--- src/rtl/riscm_pkg.sv ---
// Shared definitions for the RISC machine: default widths, next-PC source
// encodings and branch condition encodings.
package riscm_pkg;

    localparam int AW_DEF = 9;
    localparam int DW_DEF = 16;

    typedef enum logic [1:0] {
        PCSEL_INC = 2'b00,
        PCSEL_REL = 2'b01,
        PCSEL_REG = 2'b10,
        PCSEL_RSV = 2'b11
    } pc_sel_e;

    typedef enum logic [2:0] {
        COND_AL = 3'b000,
        COND_EQ = 3'b001,
        COND_NE = 3'b010,
        COND_LT = 3'b011,
        COND_LE = 3'b100
    } cond_e;

endpackage

--- src/rtl/branch_cond.sv ---
// Combinational branch condition evaluator: cond/N/V/Z -> taken.
module branch_cond
    import riscm_pkg::*;
(
    input  logic [2:0] cond,
    input  logic       N,
    input  logic       V,
    input  logic       Z,
    output logic       taken
);

    // Encodings 101..111 are never taken.
    always_comb begin
        taken = 1'b0;
        case (cond)
            COND_AL: taken = 1'b1;
            COND_EQ: taken = Z;
            COND_NE: taken = ~Z;
            COND_LT: taken = N ^ V;
            COND_LE: taken = (N ^ V) | Z;
            default: taken = 1'b0;
        endcase
    end

endmodule

--- src/rtl/pc_addr_unit.sv ---
// Program counter, data-address register and RAM address mux for the RISC
// machine; also evaluates branch conditions and exports the link address.
module pc_addr_unit
    import riscm_pkg::*;
#(
    parameter int AW = AW_DEF,
    parameter int DW = DW_DEF
) (
    input  logic          clk,
    input  logic          reset,
    input  logic          reset_pc,
    input  logic          load_pc,
    input  logic [1:0]    pc_sel,
    input  logic [2:0]    cond,
    input  logic [7:0]    im8,
    input  logic          N,
    input  logic          V,
    input  logic          Z,
    input  logic          addr_sel,
    input  logic          load_addr,
    input  logic [DW-1:0] datapath_out,
    output logic [AW-1:0] mem_addr,
    output logic [AW-1:0] pc,
    output logic [DW-1:0] pc_link,
    output logic          br_taken
);

    logic [AW-1:0] pc_q;
    logic [AW-1:0] addr_q;
    logic          br_q;
    logic          cond_true;
    logic [AW-1:0] pc_inc;
    logic [AW-1:0] pc_rel;
    logic [AW-1:0] pc_next;
    logic          br_next;
    logic          unused_dp_bits;

    assign unused_dp_bits = ^datapath_out[DW-1:AW];

    branch_cond u_branch_cond (
        .cond  (cond),
        .N     (N),
        .V     (V),
        .Z     (Z),
        .taken (cond_true)
    );

    // PC already points past the branch, so the offset is applied to pc_q directly.
    assign pc_inc = pc_q + AW'(1);
    assign pc_rel = pc_q + AW'($signed(im8));

    always_comb begin
        pc_next = pc_inc;
        br_next = 1'b0;
        case (pc_sel)
            PCSEL_REL: begin
                if (cond_true) begin
                    pc_next = pc_rel;
                    br_next = 1'b1;
                end
            end
            PCSEL_REG: begin
                pc_next = datapath_out[AW-1:0];
                br_next = 1'b1;
            end
            default: begin
                pc_next = pc_inc;
                br_next = 1'b0;
            end
        endcase
    end

    // reset_pc only matters when accompanied by load_pc.
    always_ff @(posedge clk) begin
        if (!reset) begin
            pc_q   <= '0;
            addr_q <= '0;
            br_q   <= 1'b0;
        end else begin
            if (load_pc) begin
                if (reset_pc) begin
                    pc_q <= '0;
                    br_q <= 1'b0;
                end else begin
                    pc_q <= pc_next;
                    br_q <= br_next;
                end
            end
            if (load_addr) begin
                addr_q <= datapath_out[AW-1:0];
            end
        end
    end

    assign pc       = pc_q;
    assign br_taken = br_q;
    assign mem_addr = addr_sel ? pc_q : addr_q;
    assign pc_link  = {{(DW-AW){1'b0}}, pc_q};

endmodule

--- config.mk ---
export PLATFORM = sky130hd
export DESIGN_NAME = pc_addr_unit
export DESIGN_NICKNAME = d
export VERILOG_FILES = /design/src/rtl/riscm_pkg.sv /design/src/rtl/branch_cond.sv /design/src/rtl/pc_addr_unit.sv
export SDC_FILE = /design/constraint.sdc
export NUM_CORES = 1
export LEC_CHECK = 0
export CAP_MARGIN = 25
export CORE_AREA = 2 2 42 72
export DETAILED_ROUTE_END_ITERATION = 8
export DIE_AREA = 0 0 44 74
export DONT_BUFFER_PORTS = 1
export HOLD_SLACK_MARGIN = 0.02
export PLACE_DENSITY = 0.81
export REMOVE_ABC_BUFFERS = 1
export SETUP_SLACK_MARGIN = 0.4
export SLEW_MARGIN = 20
export SYNTH_ARGS = -nofsm -noshare
export SYNTH_HDL_FRONTEND = slang
export SYNTH_HIERARCHICAL = 1
export SYNTH_SLANG_ARGS = --single-unit
--- constraint.sdc ---
create_clock -name clk -period 2.7 [get_ports clk]
set_clock_uncertainty 0.2 [all_clocks]
set_input_delay 0.135 -clock clk [delete_from_list [all_inputs] [get_ports clk]]
set_output_delay 0.135 -clock clk [all_outputs]
set_load 0.05 [all_outputs]
==> reports/metrics.cfg <==
[sta]
finalCritPeriodShare_pct = 80.7
whs_ns = 0.0273
slew_headroom_pct = 65.4
final-setup-viol-count = 0
min_period_ns = 2.18
slew_viol_final = 0
tightest_slew_ns = 0.518
rsz0062_at_grt = false
fmaxAchievable_ghz = 0.459
finalHoldViolations = 0

[route]
first_iter_violations = 65
vias = 1526
wl_um = 4180
drc = 0
vias_per_cell = 6.38
wire_per_inst_um = 17.5
ant_nets = 0
dr.pass1.iters = 4

[die]
dieHeight_um = 74
core_area_um2 = 2690
start_util_pct = 59.7
die-area_um2 = 3260
rows = 25
pin_count = 73
die_w_um = 44

[critical_path]
critPathLaunch = pc[1]
timing.rr.start = pc[1]
cp-end-kind = flop
cp_max_fo = 7
crit_end = pc[8]
worstRegToRegCells = 6
arrival_ns = 2.15
crit_type = flop to flop
r2r_setup_slack_ns = 0.52
cp_slowest_stage_delay_ns = 0.35
r2r-end = pc[8]
critPathLaunchType = flop
worstPathRequired_ns = 2.67
cp_cell_sequence = buf_4 -> fa_1 -> nand3_1 -> a211oi_1 -> o211ai_1 -> a311oi_1
cp_slowest_cell = a211oi_1

[power]
finalPower_w = 0.000730
power_density_nw_per_um2 = 395
power_frac_clock_pct = 28.4
p_int_w = 0.000476
p_switching_w = 0.000254
peakVddDrop_uv = 351
p_leak_nw = 0.777
p_seq_share_pct = 41.2
pwr-share-comb_pct = 30.5
switching_share_pct = 34.8

[finish]
final_cells = 239
n_antenna_cell = 0
utilization_pct = 68.6
syn_to_final_growth_pct = 15.0
post-route-cell-area_um2 = 1850
fin_nets = 263
layout-drive-gt1-share_pct = 12.3

[synthesis]
yosys.area_share.simple_pct = 15.6
muxShareOfSynthArea_pct = 13.5
synth_warnings = 6
synth_fa_ha_area_share_pct = 9.82
syn_area_um2 = 1610
synth_edf_count = 0
post-synth-top-count-cell = dfxtp_1
ys_ff_latch = 19
synth-async-reset-ratio_pct = 0
synthTopCellsByCount = 19 x dfxtp_1, 17 x nor2_1, 16 x buf_4
synth_top_family_by_area = compound AO/OA/AOI/OAI gates
yosysTopAreaCellShare_pct = 23.7
postSynthCellCount = 193
syn_avg_cell_area_um2 = 8.32
synth_ff_type = dfxtp_1
yosysUniqueCellTypes = 49
synth_compound_area_share_pct = 24.3
synth-xor-area-share_pct = 3.27
synth_area_leader_cell = dfxtp_1
yosysSeqAreaShare_pct = 23.7
synth_area_leaders = dfxtp_1 24%, ha_1 8.6%, buf_4 7.5%

[grt]
track_usage_pct = 27.5
busiest_layer = met2
grt_max_degree = 16
antenna_found_initial = 0
grt_pass1_wl_um = 6760
grt_use_met2_pct = 49.7
grt_pass1_vias = 1496
use_met1_pct = 30.3
grt_overflow_total = 0
grtUsageMet3_pct = 3.40

[placed_design]
dp_hpwl_um = 3050
routabilityCongestion = 0.892
dpl_cell_area_um2 = 1590
placedCellCount = 214
io_buffers = 0

[clocking]
root_buffer = clkbuf_8
cts_sinks = 19
cts_tree = built
h-tree-depth = 1
clock_latency_ns = 0.26
cts_buffers = 3
cts_buffer_depth = 2
cts.clk_slew.worst_paths_ns = 0.07

[run]
max_cap_violations = 0

[status]
status = finished clean

[min_path]
min_path_type = input port to flop

[power groups by stage]
stage	combinational (W)	clock (W)	sequential, W
6_report	0.000222	0.000207	0.000300
3_3_place_gp	0.000181	0	0.000305
5_1_grt	0.000237	0.000214	0.000302
2_1_floorplan	0.000134	0	0.000331
4_1_cts	0.000218	0.000204	0.000300
3_5_place_dp	0.000184	0	0.000306
[worst min path at each step]
stage	start	endpoint	slack (ns)	depth (start not counted)
detailed placement	reset	pc[5]	0.06	1
finish	load_pc	pc[8]	0.03	3
global placement	reset	pc[5]	0.05	1
CTS	load_pc	pc[7]	0.04	3
global route	load_pc	pc[8]	0.06	3
floorplan	reset	pc[5]	0.05	1
[flip-flops by register name, summed over array words and instances (netlist names)]
name      count
br_taken      1
addr_q        9
pc            9
[worst max-delay path, delay by kind of cell, from the launching register on]
| kind | cells | cell delay [ns] |
|---|---|---|
| adders and majority gates | 1 | 0.28 |
| buffers and inverters | 1 | 0.33 |
| and+or+nand+nor | 1 | 0.15 |
| DFF | 1 | 0.34 |
| AOI/OAI and AO/OA | 3 | 0.78 |
[metal layers]
layer | vias to the layer above | part of all wire, %
met2 | 82 | 54
met3 | 17 | 6.7
met1 | 698 | 37
li1 | 729 | -
met5 | - | 0
met4 | 0 | 3.1
[cells by family (layout without fill, tap and decap cells)]
kind of cell	after synthesis	in the layout
DFF	19	19
adders and majority gates	12	12
muxes	20	20
AOI/OAI and AO/OA	58	58
buffers and inverters	25	38
other	1	7
xor gates and xnor gates	6	6
and+or+nand+nor	52	52
[cell type report]
| class | count | area [µm²] |
|---|---|---|
| Clock buffer | 4 | 45.0 |
| Fill cell | 222 | 845 |
| Inverter | 4 | 15.0 |
| Multi-Input combinational cell | 155 | 1090 |
| Sequential cell | 19 | 380 |
| Tap cell | 27 | 33.8 |
| Timing Repair Buffer | 30 | 278 |
[metrics by stage]
| stage | TNS (ns) | worst slack (ns) |
|---|---|---|
| after detailed placement | 0 | 0.491 |
| after floorplan | -0.000260 | -0.000260 |
| final | 0 | 0.522 |
| after global placement | 0 | 0.581 |
| after CTS | 0 | 0.518 |
| after global routing | 0 | 0.418 |
[what timing repair did]
| action | 4_1_cts | 5_1_grt |
|---|---|---|
| endpoints found under the hold margin | 19 | 0 |
| hold buffers | 21 | 0 |
| resized for setup | 0 | 0 |
| setup buffers | 0 | 0 |
[cells in the final DEF (no fill, tap or decap), types with 3 or more instances in the layout]
cell type      synthesis  final
ha_1                  11     11
xor2_1                 3      3
dlygate4sd3_1          0     21
o21ai_0               11     11
nand3_1                7      7
a21oi_1               14     14
clkbuf_8               0      3
a21o_1                 4      4
buf_4                 16      9
xnor2_1                3      3
mux2_2                 9      9
a211oi_1               3      3
nor2_1                17     17
inv_1                  4      4
mux2i_1               10     10
dfxtp_1               19     19
conb_1                 1      7
nand2_1               15     15
a22o_1                 3      3
Power figures use the tool's default switching activity.
